**src/rtl/amiq_mux_arbiter.sv**
```systemverilog
// amiq_mux_arbiter
// Round-robin arbiter sharing a 2:1 mux between two single-bit requesters.
// Grants one owner at a time, drives the mux select, and registers the mux
// output one cycle later together with the index of the owner it came from.
// A burst limit (MAX_BURST) bounds how long one owner holds the mux while the
// other requester is waiting.
//
// Optional build macro: AMIQ_ARB_FIXED_PRIO_EN
//   defined   -> requester 0 has fixed priority (requester 1 may starve)
//   undefined -> round-robin (default)

module amiq_mux_arbiter #(
   parameter int MAX_BURST = 4
) (
   input  logic i_clk,
   input  logic i_rst,
   input  logic i_req0,
   input  logic i_req1,
   output logic o_gnt0,
   output logic o_gnt1,
   output logic o_sel,
   input  logic i_mux_out,
   output logic o_dout,
   output logic o_dout_valid,
   output logic o_dout_src
);

   localparam int CNT_W = $clog2(MAX_BURST) + 1;
   localparam logic [CNT_W-1:0] BURST_LAST = CNT_W'(MAX_BURST - 1);

`ifdef AMIQ_ARB_FIXED_PRIO_EN
   localparam logic FIXED_PRIO = 1'b1;
`else
   localparam logic FIXED_PRIO = 1'b0;
`endif

   typedef enum logic [1:0] {
      ST_IDLE = 2'd0,
      ST_OWN0 = 2'd1,
      ST_OWN1 = 2'd2
   } state_t;

   state_t           r_state;
   state_t           w_next_state;
   logic [CNT_W-1:0] r_burst_cnt;
   logic [CNT_W-1:0] w_burst_cnt_next;
   logic             r_last_owner;
   logic             w_last_owner_next;
   logic             w_burst_last;
   logic             r_gnt0;
   logic             r_gnt1;
   logic             r_sel;
   logic             r_dout;
   logic             r_dout_valid;
   logic             r_dout_src;

   assign w_burst_last = (r_burst_cnt == BURST_LAST);

   // Next-state selection: idle arbitration, release hand-over and burst expiry.
   always_comb begin
      w_next_state = r_state;
      case (r_state)
         ST_IDLE: begin
            if (i_req0 && i_req1) begin
               // Contention from idle: favour the requester that did not own last.
               if ((FIXED_PRIO == 1'b1) || (r_last_owner == 1'b1)) begin
                  w_next_state = ST_OWN0;
               end else begin
                  w_next_state = ST_OWN1;
               end
            end else if (i_req0) begin
               w_next_state = ST_OWN0;
            end else if (i_req1) begin
               w_next_state = ST_OWN1;
            end else begin
               w_next_state = ST_IDLE;
            end
         end
         ST_OWN0: begin
            if (!i_req0) begin
               w_next_state = i_req1 ? ST_OWN1 : ST_IDLE;
            end else if (i_req1 && w_burst_last && (FIXED_PRIO == 1'b0)) begin
               w_next_state = ST_OWN1;
            end else begin
               w_next_state = ST_OWN0;
            end
         end
         ST_OWN1: begin
            if (!i_req1) begin
               w_next_state = i_req0 ? ST_OWN0 : ST_IDLE;
            end else if (i_req0 && w_burst_last) begin
               w_next_state = ST_OWN0;
            end else begin
               w_next_state = ST_OWN1;
            end
         end
         default: begin
            w_next_state = ST_IDLE;
         end
      endcase
   end

   // Burst counter and last-owner bookkeeping: restart on every ownership change.
   always_comb begin
      w_burst_cnt_next  = r_burst_cnt;
      w_last_owner_next = r_last_owner;
      if (w_next_state != r_state) begin
         w_burst_cnt_next = {CNT_W{1'b0}};
         if (w_next_state == ST_OWN0) begin
            w_last_owner_next = 1'b0;
         end else if (w_next_state == ST_OWN1) begin
            w_last_owner_next = 1'b1;
         end else begin
            w_last_owner_next = r_last_owner;
         end
      end else if ((r_state != ST_IDLE) && !w_burst_last) begin
         w_burst_cnt_next = r_burst_cnt + {{(CNT_W-1){1'b0}}, 1'b1};
      end else begin
         w_burst_cnt_next = r_burst_cnt;
      end
   end

   // Control registers; grant/select flops are loaded from the next state so
   // they always mirror the state register.
   always_ff @(posedge i_clk or posedge i_rst) begin
      if (i_rst) begin
         r_state      <= ST_IDLE;
         r_burst_cnt  <= {CNT_W{1'b0}};
         r_last_owner <= 1'b1;
         r_gnt0       <= 1'b0;
         r_gnt1       <= 1'b0;
         r_sel        <= 1'b0;
      end else begin
         r_state      <= w_next_state;
         r_burst_cnt  <= w_burst_cnt_next;
         r_last_owner <= w_last_owner_next;
         r_gnt0       <= (w_next_state == ST_OWN0);
         r_gnt1       <= (w_next_state == ST_OWN1);
         r_sel        <= (w_next_state == ST_OWN1);
      end
   end

   // Datapath: sample the mux every edge, tag it with the select that produced it.
   always_ff @(posedge i_clk or posedge i_rst) begin
      if (i_rst) begin
         r_dout       <= 1'b0;
         r_dout_valid <= 1'b0;
         r_dout_src   <= 1'b0;
      end else begin
         r_dout       <= i_mux_out;
         r_dout_valid <= r_gnt0 | r_gnt1;
         r_dout_src   <= r_sel;
      end
   end

   assign o_gnt0       = r_gnt0;
   assign o_gnt1       = r_gnt1;
   assign o_sel        = r_sel;
   assign o_dout       = r_dout;
   assign o_dout_valid = r_dout_valid;
   assign o_dout_src   = r_dout_src;

endmodule

```
**config.mk**
```make
export PLATFORM = sky130hd
export DESIGN_NAME = amiq_mux_arbiter
export DESIGN_NICKNAME = d
export VERILOG_FILES = /design/src/rtl/amiq_mux_arbiter.sv
export SDC_FILE = /design/constraint.sdc
export NUM_CORES = 1
export LEC_CHECK = 0
export BUFFER_PORTS_ARGS = -buffer_cell sky130_fd_sc_hd__buf_2
export CORE_AREA = 2 2 39 41
export CTS_CLUSTER_SIZE = 30
export DETAILED_ROUTE_END_ITERATION = 10
export DIE_AREA = 0 0 41 43
export PLACE_DENSITY = 0.69
export SLEW_MARGIN = 20
export SYNTH_ARGS = -nofsm -noshare
export SYNTH_HDL_FRONTEND = slang
export SYNTH_SLANG_ARGS = --single-unit
```
**constraint.sdc**
```tcl
create_clock -name i_clk -period 2.8 [get_ports i_clk]
set_input_delay 0.28 -clock i_clk [delete_from_list [all_inputs] [get_ports i_clk]]
set_output_delay 0.28 -clock i_clk [all_outputs]
set_load 0.02 [all_outputs]
```
* Word level (Yosys, flattened, before mapping) *
Cells that the tools add are included.

word-level totals
  word-level logic and storage cells = 40
  input bits = 5
  output and inout bits = 6
  register bits = 11

cells by class
  mux-type cells = 14
  $add $sub $neg = 1
  bitwise gates (word level) = 1
  reduce and logical (&&, ||, !) cells = 10
  eq/ne operators = 6

operator list
  operator             number
  $mux 2               8
  $mux 3               2
  $pmux 2 s3           1
  $reduce_bool 2->1    3
  $eq 2x1->1 const B   2
  $eq 2x2->1 const B   2
  $logic_and 1x1->1    4
  $add 3x1->3 const B  1
  $eq 3x2->1 const B   1
  $mux 1               3
  $logic_not 2->1      1
  $ne 2x2->1           1
  $reduce_and 2->1     1
  $logic_not 1->1      1
  $or 1x1->1           1

* Longest topological paths before layout *
  word-level depth = 8
  gate-level depth with buffers = 9
  mapped depth without buffers = 9

* Least setup slack after synthesis *
No wires, ideal clock.

  path kind = register to register
  from = register r_burst_cnt[0]
  to = register r_last_owner
  arrival time = 1.965 ns
  cell stages (with the launch flop) = 8
  library setup time = 0.075 ns
  data required time = 2.725 ns
  buffers on the path = 0
  slack = 0.760 ns
  clock period less this slack = 2.040 ns
  cells stage by stage = dfrtp_1 -> ha_1 -> ha_1 -> o311ai_0 -> and3_1 -> ha_1 -> a211oi_2 -> mux2i_1

on the way
  word-level cells in the longest chain between the ends = 8
  elaborated cells on any way between the ends = 14
  those cells by class = eq/ne (4); mux (6); reduce/logical (4)

RTL lines
  element                                      line      RTL
  start: declaration                           45        logic [CNT_W-1:0] r_burst_cnt;
  start signal: assignment                     128       r_burst_cnt <= {CNT_W{1'b0}};
  start signal: assignment                     135       r_burst_cnt <= w_burst_cnt_next;
  $eq 3x2->1 *                                 57        assign w_burst_last = (r_burst_cnt == BURST_LAST);
  $logic_and 1x1->1, on equally long branches  91, 82
  $mux 2, on equally long branches             91, 82
  $mux 2, on equally long branches             89, 80
  $pmux 2 s3 *                                 62        case (r_state)
  named net w_next_state[1]                    44        state_t w_next_state;
  $eq 2x1->1 or $eq 2x2->1 (tied branches)     109, 111
  $reduce_bool 2->1 (no line)                  --
  $reduce_and 2->1 (no line)                   --
  end signal: assignment                       136       r_last_owner <= w_last_owner_next;
  end: declaration                             47        logic r_last_owner;

The timed path passes the listed nets; every way through them passes the cells marked *.
A chain may end at the register's enable or synchronous reset.

* Final worst setup path *
Ends and elaborated chain as after synthesis.

==> impl_metrics.toml <==
[sta]
finalSetupViolCount = 0
timing.slew.headroom_pct = 73.3
report.final.hold_viol_count = 0
timing.final.crit_share_pct = 81.6
tightest_slew_ps = 395
finalClockSkew_ps = 8.69
setup-tns-final_ps = 0
finalWorstPathRequiredPeriod_ps = 2280
max_freq_ghz = 0.438
setup_repair_after_global_routing_missed_its_margin = "no"
final_max_tran_viols = 0

[finish]
syn2layout_area_growth_pct = 17.2
fin_nets = 73
n_antenna_cell = 0
layout-drive-gt1-share_pct = 25.4
final_standard_cell_utilization_of_the_core_pct = 44.9

[global_route]
pin_count_of_the_biggest_net_entering_global_routing = 12
grt_overflow = 0
via_count_of_the_first_global_routing_pass = 352
grt_antenna_before_repair = 0
track_usage_pct = 13.6
grt_pass1_wl_mm = 1.52

[clocking]
cts.sink_count = 11
ctsHtreeMaxLevel = 1
clk_pin_slew_ps = 70
cts_tree = "done"
cts_root_buffer = "clkbuf_4"
clkLatencyLatePin_ps = 270
cts.path.max_buffers = 2
cts_inserted_buffers = 3

[setup_path]
worst_ep_arrival_time_ps = 2480
crit_buf_inv = 0
maximum_fanout_encountered_on_the_critical_timing_path = 7
timing_worst_setup_path_type = "flop to flop"
critical-path-max-stage-delay_ps = 430
data_required_time_of_the_critical_path_ps = 2990
critPathTopFamily = "adder cells"
critPathSlowestCell = "o311ai_0"
crit_path_cells = "ha_1 -> ha_1 -> o311ai_0 -> and3_1 -> ha_1 -> a211oi_2 -> mux2i_1"
startpoint_type = "flop"
endpoint_kind = "flop"
critical_path.most_common_cell = "ha_1"

[routing]
num_vias = 412
drt_first_iter_violations = 15
drt_pass1_iterations = 4
detail_route.wl_per_cell_um = 11.5
route.final.wire_length_um = 905
ant_nets = 0
routed_via_density = 5.22
remaining_drc_errors = 0

[yosys]
asyncSetResetFlopFracSynth_pct = 100
syn_avg_cell_area_sq_um = 10.6
cell_count_after_synthesis = 50
synth_area_leader_cell = "dfrtp_1"
netlist_top_cells_count = "dfrtp_1, nor2_1, ha_1, inv_1, nand2_1"
mappedNetlistArea_sq_um = 531
ys_seq_area_share_pct = 52.1
postSynth.topFlopCell = "dfrtp_1"
netlist.area_leader.share_pct = 47.2
yosysUniqueCellTypes = 21
synth.ff_latch_count = 11
synth_edf_count = 0
yosysMostFrequentCell = "dfrtp_1"
synthesis.nets = 59
ys.warnings.count = 0
synth.top_cells.by_area = "dfrtp_1, ha_1, dfstp_2"

[place]
port-buffer-count = 10
dp_hpwl_um = 648
finalWeightedCongestion = 0.855

[die]
die-width_um = 41
dieHeight_um = 43
initial_core_util_pct = 38.3
placeableCoreArea_sq_um = 1380
die_area_sq_um = 1760
standard_cell_rows = 14
io_pins = 11

[job]
maxCapViolCount = 0

[power]
power_per_standard_cell_area_nw_per_um2 = 724
p_leak_nw = 0.313
max-vdd-ir-drop_mv = 0.233

[worst_hold_path]
worst_hold_class = "input port to flop"

[run_status]
run_status = "completed"
[placed cells by master, fill, tap and decap left out, drive strengths merged]
cell type | synthesis | routed
dfrtp | 10 | 10
dfstp | 1 | 1
a211oi | 2 | 2
and3 | 2 | 2
o211ai | 1 | 1
nand3b | 1 | 1
o311ai | 1 | 1
xnor2 | 1 | 1
nor2 | 6 | 6
o21ai | 2 | 2
buf | 2 | 10
or2 | 1 | 1
ha | 4 | 4
a31o | 1 | 1
clkbuf | 0 | 4
inv | 4 | 4
mux2i | 2 | 2
nand2 | 3 | 3
nand3 | 2 | 2
dlygate4sd3 | 0 | 1
a21oi | 2 | 2
nor3 | 2 | 2
[cells by family (layout without fill, tap and decap cells)]
family	after synthesis	count (layout)	share of synthesized area (%)
fa+ha+maj	4	4	9.43
compound gates	9	9	12.3
simple gates	17	17	15.1
buf+inv	6	19	5.66
flops	11	11	52.1
mux	2	2	3.77
xor+xnor	1	1	1.65
[flip-flops by register name (all words and copies together), names as in the netlist]
signal,count
o_dout,1
o_dout_src,1
o_dout_valid,1
o_gnt0,1
o_sel,1
r_burst_cnt,3
r_last_owner,1
r_state,2
[worst reg2reg max path, cell delays in order (launching register included)]
cell	delay, ps
dfrtp_1	400
ha_1	210
ha_1	260
o311ai_0	430
and3_1	250
ha_1	240
a211oi_2	200
mux2i_1	220
[final cells by class]
cell class                 count  area (sq um)
sequential                    11           277
multi-input combinational     33           224
timing repair buffer          11          60.1
inverter                       4          15.0
clock buffer                   4          26.3
fill                         140           762
tap                           16          20.0
[where the power goes]
group	switching (mW)	internal [mW]
Clock	0.0531	0.0552
Sequential	0.0222	0.193
Combinational	0.0742	0.0526
Total	0.149	0.301
[routing by layer]
metal | GRT usage (%) | wire, um | share of wire [%] | vias to the layer above
li1 | - | - | - | 199
met1 | 17.8 | 425 | 47 | 188
met2 | 16.9 | 380 | 42 | 21
met3 | 3.14 | 65 | 7.2 | 4
met4 | 14.0 | 34 | 3.8 | 0
met5 | 0 | 0 | 0 | -
[repair_timing]
item,4_1_cts,5_1_grt
gates resized for setup,0,0
setup endpoints to repair,0,0
buffers inserted,0,0
hold buffers,1,0
endpoints found under the hold margin,10,0
[path summary, 6_finish.rpt]
path	from	end	slack [ps]	cells after the start
max in group asynchronous	i_rst	r_last_owner	1940	3
min reg2reg	o_sel	o_dout_src	400	0
min	i_mux_out	o_dout	120	1
max reg2reg	r_burst_cnt[0]	r_last_owner	520	7
min in group asynchronous	i_rst	o_dout	530	3
max	r_burst_cnt[0]	r_last_owner	520	7
[through the flow]
step	power (mW)	instance area [sq um]	hold slack (ps)	setup WS, ps	std cells
after global routing	0.487	622	105	336	79
after detailed placement	0.343	586	284	557	74
after CTS	0.454	622	115	538	79
after global placement	0.342	586	282	638	74
after floorplan	0.314	531	132	760	50
final	0.450	622	116	515	79
Power figures use the tool's default switching activity.
